==> src/rtl/control_sequencer.sv <==
// control_sequencer: multi-cycle instruction sequencer with subroutine depth tracking
// and overflow/underflow fault trapping.
module control_sequencer #(
    parameter int INST_W      = 4,
    parameter int STACK_DEPTH = 4,
    parameter int MUL_CYCLES  = 3,
    localparam int DW = $clog2(STACK_DEPTH + 1),
    localparam int CW = $clog2(MUL_CYCLES + 1)
) (
    input  logic              clk,
    input  logic              rst_n,
    input  logic              start,
    input  logic [INST_W-1:0] inst,
    input  logic              eq,
    input  logic              carry,
    output logic [3:0]        state,
    output logic              ir_load,
    output logic              halted,
    output logic              fault,
    output logic [1:0]        fault_code,
    output logic [DW-1:0]     depth,
    output logic              WrEn,
    output logic              pc_load,
    output logic              pc_inc,
    output logic              acc_load,
    output logic              push,
    output logic              pop,
    output logic              data_mux,
    output logic              reg_mux,
    output logic              e,
    output logic              m,
    output logic [1:0]        jump_mux
);
    typedef enum logic [2:0] {IDLE, FETCH, EXEC1, EXEC2, EXEC3, HALT, FAULT} state_t;
    state_t cur, nxt;
    logic [INST_W-1:0] ir;
    logic [CW-1:0] cnt;
    logic [3:0] op;
    logic is_sta, is_jmp, is_stp, is_lda, is_jms, is_bbl, is_jeq, is_jmc, is_mul, is_ldr, is_str;
    logic in_exec, x1, ovf, unf, trap, last, long_op;
    assign op     = ir[INST_W-1 -: 4];
    assign is_sta = op == 4'h0;
    assign is_jmp = op == 4'h1;
    assign is_stp = op == 4'h2;
    assign is_lda = op == 4'h3;
    assign is_jms = op == 4'h4;
    assign is_bbl = op == 4'h5;
    assign is_jeq = op == 4'h6;
    assign is_jmc = op == 4'h7;
    assign is_mul = op == 4'hD;
    assign is_ldr = op == 4'hE;
    assign is_str = op == 4'hF;
    assign long_op = is_lda || is_ldr || is_mul;
    // Stack limits are checked in EXEC1 only; a trapped call/return performs no PC action.
    assign ovf  = is_jms && depth == DW'(STACK_DEPTH);
    assign unf  = is_bbl && depth == '0;
    assign last = cnt == CW'(MUL_CYCLES - 1);
    always_ff @(posedge clk or negedge rst_n) begin
        if (!rst_n) begin
            cur        <= IDLE;
            ir         <= '0;
            cnt        <= '0;
            depth      <= '0;
            fault_code <= '0;
        end else begin
            cur <= nxt;
            if (ir_load) ir <= inst;
            cnt <= (cur == EXEC3) ? cnt + 1'b1 : '0;
            if (push) depth <= depth + 1'b1;
            else if (pop) depth <= depth - 1'b1;
            if (x1 && ovf) fault_code <= 2'b01;
            else if (x1 && unf) fault_code <= 2'b10;
        end
    end
    always_comb begin
        in_exec  = cur == EXEC1 || cur == EXEC2 || cur == EXEC3;
        x1       = cur == EXEC1;
        trap     = x1 && (ovf || unf);
        state    = {cur == EXEC3, cur == EXEC2, x1, cur == FETCH};
        ir_load  = cur == FETCH;
        halted   = cur == HALT;
        fault    = cur == FAULT;
        e        = in_exec && long_op;
        m        = in_exec && is_mul;
        data_mux = in_exec && is_ldr;
        reg_mux  = in_exec && is_str;
        jump_mux = in_exec ? {is_jmc, is_bbl} : 2'b00;
        WrEn     = x1 && (is_sta || is_str);
        push     = x1 && is_jms && !ovf;
        pop      = x1 && is_bbl && !unf;
        pc_load  = x1 && (is_jmp || push || pop || (is_jeq && !eq) || (is_jmc && carry));
        pc_inc   = x1 && !is_stp && !pc_load && !trap;
        acc_load = (cur == EXEC2 && (is_lda || is_ldr)) || (cur == EXEC3 && last);
        nxt      = cur;
        case (cur)
            IDLE, HALT: nxt = start ? FETCH : cur;
            FETCH:      nxt = EXEC1;
            EXEC1:      nxt = trap ? FAULT : is_stp ? HALT : long_op ? EXEC2 : FETCH;
            EXEC2:      nxt = is_mul ? EXEC3 : FETCH;
            EXEC3:      nxt = last ? FETCH : EXEC3;
            default:    nxt = cur;
        endcase
    end
endmodule

==> config.mk <==
export PLATFORM = sky130hd
export DESIGN_NAME = control_sequencer
export DESIGN_NICKNAME = d
export VERILOG_FILES = /design/src/rtl/control_sequencer.sv
export SDC_FILE = /design/constraint.sdc
export NUM_CORES = 1
export LEC_CHECK = 0
export ABC_AREA = 1
export CORE_UTILIZATION = 47
export DETAILED_ROUTE_END_ITERATION = 6
export PLACE_DENSITY = 0.92
export SLEW_MARGIN = 40
export SYNTH_ARGS = -nofsm -noshare
export SYNTH_HDL_FRONTEND = slang
export SYNTH_SLANG_ARGS = --single-unit
export TNS_END_PERCENT = 100
==> constraint.sdc <==
create_clock -name clk -period 3.6 [get_ports clk]
set_input_delay 0.9 -clock clk [delete_from_list [all_inputs] [get_ports clk]]
set_output_delay 0.9 -clock clk [all_outputs]
set_load 0.005 [all_outputs]
=== Word-level counts from Yosys, hierarchy flattened ===
Cells that the tools add are included.

* Register bits: 14
* Input port bits: 9
* Output and inout bits: 24
* Logic and storage cells: 87

* Add/subtract/negate cells: 3
* Equal/unequal tests: 19
* Mux-type cells: 13
* Reductions and logical operators: 47

{| class="wikitable"
|+ Operators by type and width
! cell !! number
|-
| $logic_and A1 B1 Y1 || 22
|-
| $mux W3 || 7
|-
| $eq A4 B3 Y1 const B || 4
|-
| $pmux W3 S5 || 1
|-
| $eq A3 B3 Y1 const B || 4
|-
| $eq A4 B4 Y1 const B || 3
|-
| $logic_or A1 B1 Y1 || 11
|-
| $mux W2 || 5
|-
| $eq A4 B2 Y1 const B || 2
|-
| $eq A3 B2 Y1 const B || 2
|-
| $logic_not A1 Y1 || 6
|-
| $logic_not A3 Y1 || 2
|-
| $reduce_bool A5 Y1 || 1
|-
| $eq A4 B1 Y1 const B || 1
|-
| $logic_not A4 Y1 || 1
|-
| $reduce_bool A2 Y1 || 2
|-
| $add A3 B1 Y3 const B || 1
|-
| $eq A3 B1 Y1 const B || 1
|-
| $sub A3 B1 Y3 const B || 1
|-
| $add A2 B1 Y2 const B || 1
|-
| $eq A2 B2 Y1 const B || 1
|-
| $ne A2 B2 Y1 const B || 1
|-
| $reduce_and A2 Y1 || 1
|-
| $reduce_or A2 Y1 || 1
|}

=== Depth between registers and ports, before layout ===
Gate-level depths: netlist (run 1).

* Depth after elaboration: 12
* Gate-level depth with buffers: 10
* Depth with buffers taken out: 10

=== Least setup slack after synthesis (run 1) ===
Ideal clock, no wire load.

* Kind: input to output
* Start: input port eq
* End: output port pc_load
* Data arrival time: 1265 ps
* Required time: 2700 ps
* Slack: 1435 ps
* Stages: 5
* Path buffers: 0
* Cells stage by stage: nor2_1 -> nand2_1 -> nand3_1 -> nor2_1 -> nor2_1

* Word-level cells in the longest chain between the ends: 5

{| class="wikitable"
|+ RTL lines
! what !! line !! RTL
|-
| start: declaration || 14 || <nowiki>input logic eq,</nowiki>
|-
| $logic_not A1 Y1 || 91 || <nowiki>pc_load = x1 && (is_jmp || push || pop || (is_jeq && !eq) || (is_jmc && carry));</nowiki>
|-
| $logic_and A1 B1 Y1 || 91 ||
|-
| $logic_or A1 B1 Y1 (2 in a row) || 91 ||
|-
| $logic_and A1 B1 Y1 || 91 ||
|-
| end: declaration || 23 || <nowiki>output logic pc_load,</nowiki>
|}

Every way passes these cells.

=== Worst setup path after layout (run 1) ===
* Start: input port eq
* End: output port pc_inc

* Word-level cells in the longest chain between the ends: 8

{| class="wikitable"
|+ RTL lines
! what !! line !! RTL
|-
| $logic_not A1 Y1 || 91 ||
|-
| $logic_and A1 B1 Y1 || 91 ||
|-
| $logic_or A1 B1 Y1 (2 in a row) || 91 ||
|-
| $logic_and A1 B1 Y1 || 91 ||
|-
| $logic_not A1 Y1 || 92 || <nowiki>pc_inc = x1 && !is_stp && !pc_load && !trap;</nowiki>
|-
| $logic_and A1 B1 Y1 (2 in a row) || 92 ||
|-
| end: declaration || 24 || <nowiki>output logic pc_inc,</nowiki>
|}

Every way passes these cells.

==> results_dict.tcl, run 1 <==
set metrics [dict create \
    synth_area_per_cell_um2 6.55 \
    synth_top_area_frac 0.366 \
    clockBufferDepth 2 \
    start_util 0.525 \
    reg2reg_to "depth[2]" \
    n_antenna_cell 0 \
    use_met3 0.0385 \
    drt_iter0_drc 34 \
    nNetsFinal 191 \
    async_flop_share 1.00 \
    min_path_type "reg2reg" \
    viasPerCell 5.18 \
    synth.most_common_cell "nand2_1" \
    path_buf_inv 3 \
    overflow 0 \
    drc 0 \
    grt.busiest_layer "met2" \
    post-route-period-util 0.907 \
    power_uw 974 \
    multi_input_area_um2 485 \
    worstPathCellList "clkdlybuf4s50_1 -> nor2_1 -> nand2_1 -> nand3_1 -> inv_1 -> nand2_1 -> nor2_1 -> clkdlybuf4s50_1" \
    synthDistinctLibCells 18 \
    coreArea_mm2 0.00182 \
    grt_util_all_layers 0.247 \
    fill_cells 163 \
    cp_top_family "buffers and inverters" \
    postCtsHoldBufs 0 \
    fp.dieW_um 47.1 \
    layout-drive-gt1-share 0.0726 \
    design_area_mm2 0.00132 \
    ios 33 \
    crit_end "pc_inc" \
    cp_slowest_cell "clkdlybuf4s50_1" \
    arrival_ns 2.36 \
    seqCellArea_um2 350 \
    use_met1 0.304 \
    ant_nets 0 \
    hold_viol 0 \
    ys_ff_latch 14 \
    setup_viol 0 \
    synth_area_um2 956 \
    grt_max_degree 15 \
    reg2reg_slack_ns 1.85 \
    avgRoutedWirePerCell_um 11.7 \
    instances_no_fill 204 \
    synth_area_leader_cell "dfrtp_1" \
    worstSetupPathType "in2out" \
    htree_levels 1 \
    synthFlopType "dfrtp_1" \
    num_rows 15 \
    first_global_vias 903 \
    regToRegStartpoint "ir[3]" \
    antenna_found_initial 0 \
    clk-insertion-delay-late_ns 0.29 \
    cts_tree "done" \
    cts_made_buffers 3 \
    worstPathRequired_ns 2.70 \
    syn2layout_area_growth_pct 38.2 \
    power_density_mw_per_mm2 737 \
    skew_ns 0.00216 \
    hpwlAfterDp_um 1810 \
    start_kind "input pin" \
    rr_worst_depth 9 \
    cts_resized 0 \
    synth_edf_count 0 \
    synth.net_count 157 \
    postCtsSetupBuffers 0 \
    die-height_um 47.1 \
    yosys_warnings 0 \
    clk_pin_slew_worst_paths_ns 0.09 \
    cp_slowest_stage_delay_ns 0.52 \
    ys_seq_area_frac 0.366 \
    status "completed" \
    clockRootBuffer "clkbuf_4" \
    cts_sinks 14 \
    slew_violations 0 \
    drtPass1Iterations 4 \
    cap_viol_max_count 0 \
    p_leak_uw 0.000672 \
    holdWs_ns 0.432 \
    crit_cells 8 \
    io_buffer_count 32 \
    num_vias 1056 \
    yosys-top-cells-area "dfrtp_1 (37%), nand2_1 (18%), inv_1 (8.6%)" \
    slew_headroom 0.568 \
    gr-usage-met2 0.422 \
    crit_fanout 2 \
    synthTopCellsByCount "nand2_1 (46), inv_1 (22), nor2_1 (19)" \
    dp.cells 200 \
    grt_pass1_wl_um 3810 \
    tightest_slew_ns 0.645 \
    peakVddDrop_uv 447 \
    timing.final.crit_period_ns 3.26 \
    crit_start "eq" \
    crit_path_end_kind "output port" \
    syn_inst 146 \
    max_freq_ghz 0.306 \
    routed_wl_um 2390 \
    die-area_mm2 0.00222 \
    gp_congestion 0.865 \
    rsz0062_at_grt "no" \
    post_dp_cell_area_mm2 0.00128 \
    tns_ns 0 \
]
[registers in the layout (all words and copies together), names as in the netlist]
name	count
cnt	2
depth	3
ir	4
fault_code	2
cur	3
[cells in the final DEF (no fill, tap or decap), types with 4 or more instances in the layout]
master           count
clkdlybuf4s50_1     32
dfrtp_1             14
inv_1               22
inv_2                4
nand2_1             46
nand3_1             13
nand4_1              4
nor2_1              19
o21ai_0              8
[layout make-up]
cell class,count,area share
repair buffers,32,0.242
clock buffers,4,0.0275
well taps,25,0.0237
inverters,26,0.0739
multi-input cells,103,0.367
flip-flops and latches,14,0.265
[per-layer routing]
metal | wire, µm | up-vias
met1 | 1020 | 484
met3 | 149 | 5
li1 | - | 522
met2 | 1190 | 45
met5 | 0 | -
met4 | 27 | 0
[worst reg2reg max path, delay by kind of cell, from the launching register on]
kind	cells	cell delay, ns
AND/OR/NAND/NOR	6	0.67
flip-flops	1	0.40
buffers and inverters	2	0.16
adder cells (fa/ha/maj)	1	0.41
[cell families after synthesis]
kind of cell	Yosys count	synth area share
adder cells (fa/ha/maj)	2	0.0340
flip-flops	14	0.366
buffers and inverters	29	0.126
AO/OA/AOI/OAI	11	0.0576
AND/OR/NAND/NOR	90	0.416
[power breakdown]
| part | total (µW) | internal [µW] | switching (µW) |
|---|---|---|---|
| Sequential | 298 | 223 | 75.1 |
| Combinational | 559 | 244 | 315 |
| Clock | 117 | 61.7 | 55.0 |
| Total | 974 | 529 | 445 |
[metrics by stage]
stage	setup WS [ns]	utilization
final	0.335	0.726
after detailed placement	0.444	0.706
after global routing	0.269	0.726
after CTS	0.374	0.726
after global placement	0.465	0.706
after floorplan	1.44	-
[worst min path at each step]
stage / end / startpoint / slack [ns] / depth (start not counted)
after floorplan: cnt[0] / cnt[0] / 0.40 / 1
after global placement: cnt[0] / cnt[0] / 0.41 / 1
after detailed placement: cnt[0] / cnt[0] / 0.42 / 1
after CTS: cnt[0] / cnt[0] / 0.44 / 1
after global routing: cnt[0] / cnt[0] / 0.45 / 1
final: cnt[0] / cnt[0] / 0.43 / 1
Power figures use the tool's default switching activity.
==> run 2, diff against run 1 <==
Settings changed: CORE_MARGIN from default to 1.
==> results of run 2 <==
Same layout as run 1: the final DEF is identical, and so are final timing and power.
==> run 3, diff against run 2 <==
Settings changed: SLEW_MARGIN 40 to default.
==> results of run 3 <==
Same layout as run 1: the final DEF is identical, and so are final timing and power.
